`config.mk`:
```
export PLATFORM = sky130hd
export DESIGN_NAME = instr_prefetch_aligner
export DESIGN_NICKNAME = d
export VERILOG_FILES = /design/src/rtl/instr_fetch_pkg.sv /design/src/rtl/fetch_credit_ctr.sv /design/src/rtl/instr_prefetch_aligner.sv
export SDC_FILE = /design/constraint.sdc
export NUM_CORES = 1
export LEC_CHECK = 0
export ABC_CLOCK_PERIOD_IN_PS = 8000
export CORE_AREA = 2 2 119 121
export CTS_CLUSTER_SIZE = 16
export DETAILED_ROUTE_END_ITERATION = 8
export DIE_AREA = 0 0 121 123
export GPL_TIMING_DRIVEN = 1
export PLACE_DENSITY = 0.68
export RECOVER_POWER = 25
export SLEW_MARGIN = 0
export SYNTH_ARGS = -nofsm -noshare
export SYNTH_HDL_FRONTEND = slang
export SYNTH_SLANG_ARGS = --single-unit
```
`constraint.sdc`:
```
create_clock -name clk -period 8 [get_ports clk]
set_input_delay 1.2 -clock clk [delete_from_list [all_inputs] [get_ports clk]]
set_output_delay 1.2 -clock clk [all_outputs]
set_load 0.005 [all_outputs]
```
`src/rtl/instr_fetch_pkg.sv`:
```
// Shared fetch-stage definitions: fetch FSM states, line-count width and line alignment.
package instr_fetch_pkg;

  localparam int MAX_ADDR_W = 64;

  typedef enum logic [1:0] {
    IDLE     = 2'd0,
    DEMAND   = 2'd1,
    PREFETCH = 2'd2
  } fetch_state_e;

  // Width able to hold the demand line count of one packet (1 .. FETCH/LINE+1).
  function automatic int line_cnt_w(input int fetch_bytes, input int line_bytes);
    return $clog2(fetch_bytes / line_bytes + 2);
  endfunction

  function automatic logic [MAX_ADDR_W-1:0] line_align(input logic [MAX_ADDR_W-1:0] addr,
                                                       input int line_log2);
    return (addr >> line_log2) << line_log2;
  endfunction

endpackage

```
`src/rtl/fetch_credit_ctr.sv`:
```
// Saturating up/down credit counter with a full flag; shared by the fetch-stage units.
module fetch_credit_ctr #(
  parameter int MAX_COUNT = 4,
  parameter int CNT_W     = $clog2(MAX_COUNT + 1)
) (
  input  logic             clk,
  input  logic             rst,
  input  logic             inc,
  input  logic             dec,
  output logic [CNT_W-1:0] count,
  output logic             full
);

  assign full = (count == CNT_W'(MAX_COUNT));

  always_ff @(posedge clk) begin
    if (rst) begin
      count <= '0;
    end else if (inc && !dec && !full) begin
      count <= count + CNT_W'(1);
    end else if (dec && !inc && (count != '0)) begin
      count <= count - CNT_W'(1);
    end
  end

endmodule

```
`src/rtl/instr_prefetch_aligner.sv`:
```
// Splits fetch packets into line-aligned demand requests plus sequential lookahead prefetches.
// Build option: PF_CONF_FILTER_EN suppresses prefetch for low-confidence speculative packets.
module instr_prefetch_aligner
  import instr_fetch_pkg::*;
#(
  parameter int ADDR_WIDTH      = 48,
  parameter int LINE_BYTES      = 64,
  parameter int FETCH_BYTES     = 128,
  parameter int LOOKAHEAD       = 2,
  parameter int MAX_OUTSTANDING = 4,
  parameter int CONF_W          = 2,
  parameter int CONF_THRESH     = 2
) (
  input  logic                                   clk,
  input  logic                                   rst,
  input  logic                                   fetch_valid,
  output logic                                   fetch_ready,
  input  logic [ADDR_WIDTH-1:0]                  fetch_addr,
  input  logic                                   fetch_spec,
  input  logic [CONF_W-1:0]                      fetch_conf,
  input  logic                                   flush,
  output logic                                   req_valid,
  input  logic                                   req_ready,
  output logic [ADDR_WIDTH-1:0]                  req_addr,
  output logic                                   req_is_pf,
  input  logic                                   resp_valid,
  output logic [$clog2(MAX_OUTSTANDING+1)-1:0]   outstanding
);

  localparam int LINE_LOG2 = $clog2(LINE_BYTES);
  localparam int CNT_W_RAW = line_cnt_w(FETCH_BYTES, LINE_BYTES);
  localparam int CNT_W     = (CNT_W_RAW < 2) ? 2 : CNT_W_RAW;
  localparam int PF_W      = (LOOKAHEAD > 0) ? $clog2(LOOKAHEAD + 1) : 1;
  localparam int OUT_W     = $clog2(MAX_OUTSTANDING + 1);
  localparam logic [ADDR_WIDTH-1:0] LINE_STEP = ADDR_WIDTH'(LINE_BYTES);

  fetch_state_e            state_q, state_d;
  logic [ADDR_WIDTH-1:0]   cur_addr_q;
  logic [CNT_W-1:0]        dem_left_q;
  logic [PF_W-1:0]         pf_left_q;
  logic [ADDR_WIDTH-1:0]   last_line_q;
  logic                    last_vld_q;

  logic [ADDR_WIDTH-1:0]   fetch_base;
  logic [LINE_LOG2-1:0]    fetch_off;
  logic [31:0]             span;
  logic [CNT_W-1:0]        n_lines;
  logic [CNT_W-1:0]        n_eff;
  logic                    skip_first;
  logic [ADDR_WIDTH-1:0]   start_addr;
  logic [PF_W-1:0]         pf_init;
  logic                    accept;
  logic                    req_hs;
  logic                    credit_full;

  // Packet decode: aligned base, number of lines touched, optional skip of a repeated line.
  assign fetch_base = ADDR_WIDTH'(line_align(MAX_ADDR_W'(fetch_addr), LINE_LOG2));
  assign fetch_off  = fetch_addr[LINE_LOG2-1:0];
  assign span       = 32'(fetch_off) + 32'(FETCH_BYTES + LINE_BYTES - 1);
  assign n_lines    = CNT_W'(span >> LINE_LOG2);
  assign skip_first = last_vld_q && (fetch_base == last_line_q);
  assign n_eff      = n_lines - CNT_W'(skip_first);
  assign start_addr = skip_first ? fetch_base + LINE_STEP : fetch_base;

`ifdef PF_CONF_FILTER_EN
  assign pf_init = (!fetch_spec || (fetch_conf >= CONF_W'(CONF_THRESH))) ? PF_W'(LOOKAHEAD) : '0;
`else
  logic unused_conf;
  assign unused_conf = ^{fetch_spec, fetch_conf, CONF_W'(CONF_THRESH)};
  assign pf_init     = PF_W'(LOOKAHEAD);
`endif

  // Handshakes; flush and reset mask both sides combinationally.
  assign fetch_ready = (state_q == IDLE) && !flush && !rst;
  assign accept      = fetch_valid && fetch_ready;
  assign req_valid   = (state_q != IDLE) && !credit_full && !flush && !rst;
  assign req_hs      = req_valid && req_ready;
  assign req_addr    = cur_addr_q;
  assign req_is_pf   = (state_q == PREFETCH);

  always_comb begin
    state_d = state_q;
    case (state_q)
      IDLE: begin
        if (accept) begin
          if (n_eff != '0)        state_d = DEMAND;
          else if (pf_init != '0) state_d = PREFETCH;
        end
      end
      DEMAND: begin
        if (req_hs && (dem_left_q == CNT_W'(1)))
          state_d = (pf_left_q != '0) ? PREFETCH : IDLE;
      end
      PREFETCH: begin
        if (req_hs && (pf_left_q == PF_W'(1))) state_d = IDLE;
      end
      default: state_d = IDLE;
    endcase
    if (flush) state_d = IDLE;
  end

  // Issue register: current line address and remaining demand/prefetch counts.
  always_ff @(posedge clk) begin
    if (rst) begin
      state_q    <= IDLE;
      cur_addr_q <= '0;
      dem_left_q <= '0;
      pf_left_q  <= '0;
      last_vld_q <= 1'b0;
    end else begin
      state_q <= state_d;
      if (flush) begin
        dem_left_q <= '0;
        pf_left_q  <= '0;
        last_vld_q <= 1'b0;
      end else if (accept) begin
        cur_addr_q <= start_addr;
        dem_left_q <= n_eff;
        pf_left_q  <= pf_init;
      end else if (req_hs) begin
        cur_addr_q <= cur_addr_q + LINE_STEP;
        if (state_q == DEMAND) begin
          dem_left_q  <= dem_left_q - CNT_W'(1);
          last_line_q <= cur_addr_q;
          last_vld_q  <= 1'b1;
        end else begin
          pf_left_q <= pf_left_q - PF_W'(1);
        end
      end
    end
  end

  fetch_credit_ctr #(
    .MAX_COUNT (MAX_OUTSTANDING),
    .CNT_W     (OUT_W)
  ) u_credit (
    .clk   (clk),
    .rst   (rst),
    .inc   (req_hs),
    .dec   (resp_valid),
    .count (outstanding),
    .full  (credit_full)
  );

endmodule

```
==> out/qor.yml <==
power_and_ir_drop:
  combPwrFrac_pct: 13.4
  seqPwrFrac_pct: 45.5
  p_int_w: 0.000894
  switchingPower_w: 0.000292
  clkPwrFrac_pct: 41.1
  p_leak_nw: 2.42
  worst_ir_drop_vdd_uv: 94.7
  cellPowerDensity_nw_per_um2: 159
  swShare_pct: 24.6
synthesis:
  synthCells: 698
  yosysTopAreaCellShare_pct: 20.9
  yosys.area.top_type: "edfxtp_1"
  synth_cell_types: 57
  synth.top_cells.by_area: "edfxtp_1 21%, dfxtp_1 17%, xor2_1 7.4%"
  ys_seq_area_share_pct: 38.2
  ys_warn_count: 0
  netlist_top_cells_count: "54 x nor2_1, 52 x dfxtp_1, 51 x xor2_1"
  synth.most_common_cell: "nor2_1"
  synthFlopType: "dfxtp_1"
  ys_seq_elements: 94
  synthesis.area_um2: 6020
  synth_enable_flop_cells: 42
  synth.avg_cell_area_um2: 8.63
  async_flop_share_pct: 0
placement:
  pre_cts_slack_ps: 3210
  io_buffers: 101
  hpwl_mm: 13.1
  globalplace.congestion: 0.918
cts:
  cts_resized: 0
  cts_sinks: 94
  clk_latency_ps: 350
  hold_buffers: 0
  cts_tree: "done"
  postCtsSetupBuffers: 0
  root_buffer: "clkbuf_16"
  cts_max_path_buffers: 2
  htreeDepth: 3
  path_clk_slew_ps: 70
  cts_made_buffers: 9
drt:
  drc: 0
  vias: 6017
  routed_wire_length_per_instance_um: 19.8
  drt_pass1_iterations: 5
  detail-route-antenna-nets: 0
  drt_iter0_markers: 733
  drt_wl_total_mm: 19.0
  viasPerCell: 6.29
worst_setup_path:
  cpPeakStageDelay_ps: 1020
  timing_worst_setup_path_type: "in2reg"
  critPathMaxFanout: 34
  critPathArrivalTime_ps: 4760
  cp.required_ps: 8240
  ff2ff_path_depth: 6
  crit_path_start_kind: "primary input"
  slowest_stage: "or4_1"
  crit_chain: "clkdlybuf4s50_1, buf_4, nor2_1, nand4_1, or4_1, o31ai_1, a21oi_1, or3_1"
  worst_setup_path_end_kind: "flip-flop"
job:
  cap_violations: 0
grt:
  gr-total-overflow: 0
  grt_usage_pct: 25.4
  grt_max_degree: 59
  grt_pass1_wl_mm: 29.4
  antenna_found_initial: 0
  grt_pass1_vias: 5512
final_layout:
  multi_input_area_um2: 3450
  layout-drive-gt1-share_pct: 5.28
  fillers: 1212
  antennaDiodeCount: 0
  register_area_um2: 2300
  area.growth.synth_to_final_pct: 23.7
  nets: 835
sta:
  fin_skew_ps: 5.17
  fin_crit_ps: 4530
  relSlewSlack_pct: 26.7
  setup_violations: 0
  finalHoldViolCount: 0
  drv_slew: 0
  rsz0062_at_grt: "no"
  fin_crit_sh_pct: 56.6
  fin_ws_ps: 3470
  setup_tns_ps: 0
  tightest_slew_ps: 1100
  max_freq_mhz: 221
  holdWs_ps: 466
floorplan:
  initial_utilization_pct: 44.3
  fp.dieW_um: 121
  io_pins: 111
  die-area_um2: 14900
  core_um2: 13600
  die_y_um: 123
  fp-row-count: 43
outcome:
  outcome: "finished clean"
min_path:
  min_path_type: "reg2reg"
  hold_path_depth: 0
-- worst paths after layout --
path / to / slack [ps] / start
worst min register to register: last_line_q[20] / 470 / req_addr[20]
worst min-delay path: last_line_q[20] / 470 / req_addr[20]
worst max register to register: req_addr[43] / 4720 / u_credit.count[1]
worst max-delay path: req_addr[43] / 3470 / rst
-- final cells by class --
cell class                 instances  area share [%]
timing repair buffer             108            14.3
sequential                        94            30.9
inverter                          21            1.06
clock inverter                     3           0.873
multi-input combinational        537            46.3
clock buffer                      13            3.63
tap                              180            3.02
-- logic make-up after synthesis --
family / share of synthesized area, %
flip-flops: 38.2
buffers and inverters: 5.17
AND/OR/NAND/NOR: 29.8
XOR/XNOR: 10.9
other: 0.0622
adder cells (fa/ha/maj): 1.58
AO/OA/AOI/OAI: 13.6
multiplexers: 0.665
-- power by group through the flow --
stage	sequential, W	combinational [W]	clock, W
after floorplan	0.000545	0.0000715	0
after global placement	0.000549	0.000153	0
after detailed placement	0.000549	0.000157	0
after CTS	0.000539	0.000158	0.000490
after global routing	0.000542	0.000171	0.000508
final	0.000539	0.000159	0.000488
-- registers in the layout, summed over array words and instances (netlist names) --
signal / flops
last_line_q: 42
pf_left_q: 2
u_credit.count: 3
state_q: 2
dem_left_q: 2
last_vld_q: 1
req_addr: 42
-- layout by cell type, fill, tap and decap left out, types with 6 or more instances in the layout --
cell type and instances:
inv_1 21, buf_4 7, dfxtp_1 52, a211o_1 6
clkdlybuf4s50_1 97, o21ai_0 19, nand3_1 36, o211ai_1 7
a21oi_1 17, a31oi_1 9, nand4_1 34, and3_1 13
nor2_1 54, ha_1 6, nand2b_1 6, or3_1 17
and4_1 10, edfxtp_1 42, nor4_1 45, a211oi_1 17
or4_1 11, nand2_1 47, xor2_1 51, clkbuf_16 9
xnor2_1 24, nor3_1 28, conb_1 6
-- worst max-delay path: cells and delay by family --
family          cells  cell delay [ps]
compound gates      2              440
buf+inv             2              670
simple gates        4             2440
-- per-stage QoR --
stage	cell area [µm²]	cells	power [W]	util (%)
final	7450	956	0.00119	54.7
after global routing	7450	956	0.00122	54.7
after CTS	7450	956	0.00119	54.7
after detailed placement	7120	940	0.000706	52.3
after global placement	7120	940	0.000702	52.3
after floorplan	6040	703	0.000616	-
-- routing by layer --
metal,vias to the layer above,share of wire [%],routed length (µm),GRT usage (%)
met1,2859,41,7840,33.6
met4,0,3.2,614,11.6
met3,48,9.2,1740,4.66
li1,2775,-,-,-
met5,-,0,0,0
met2,335,46,8770,40.7
Note: power is estimated with default switching activity, not from simulation.
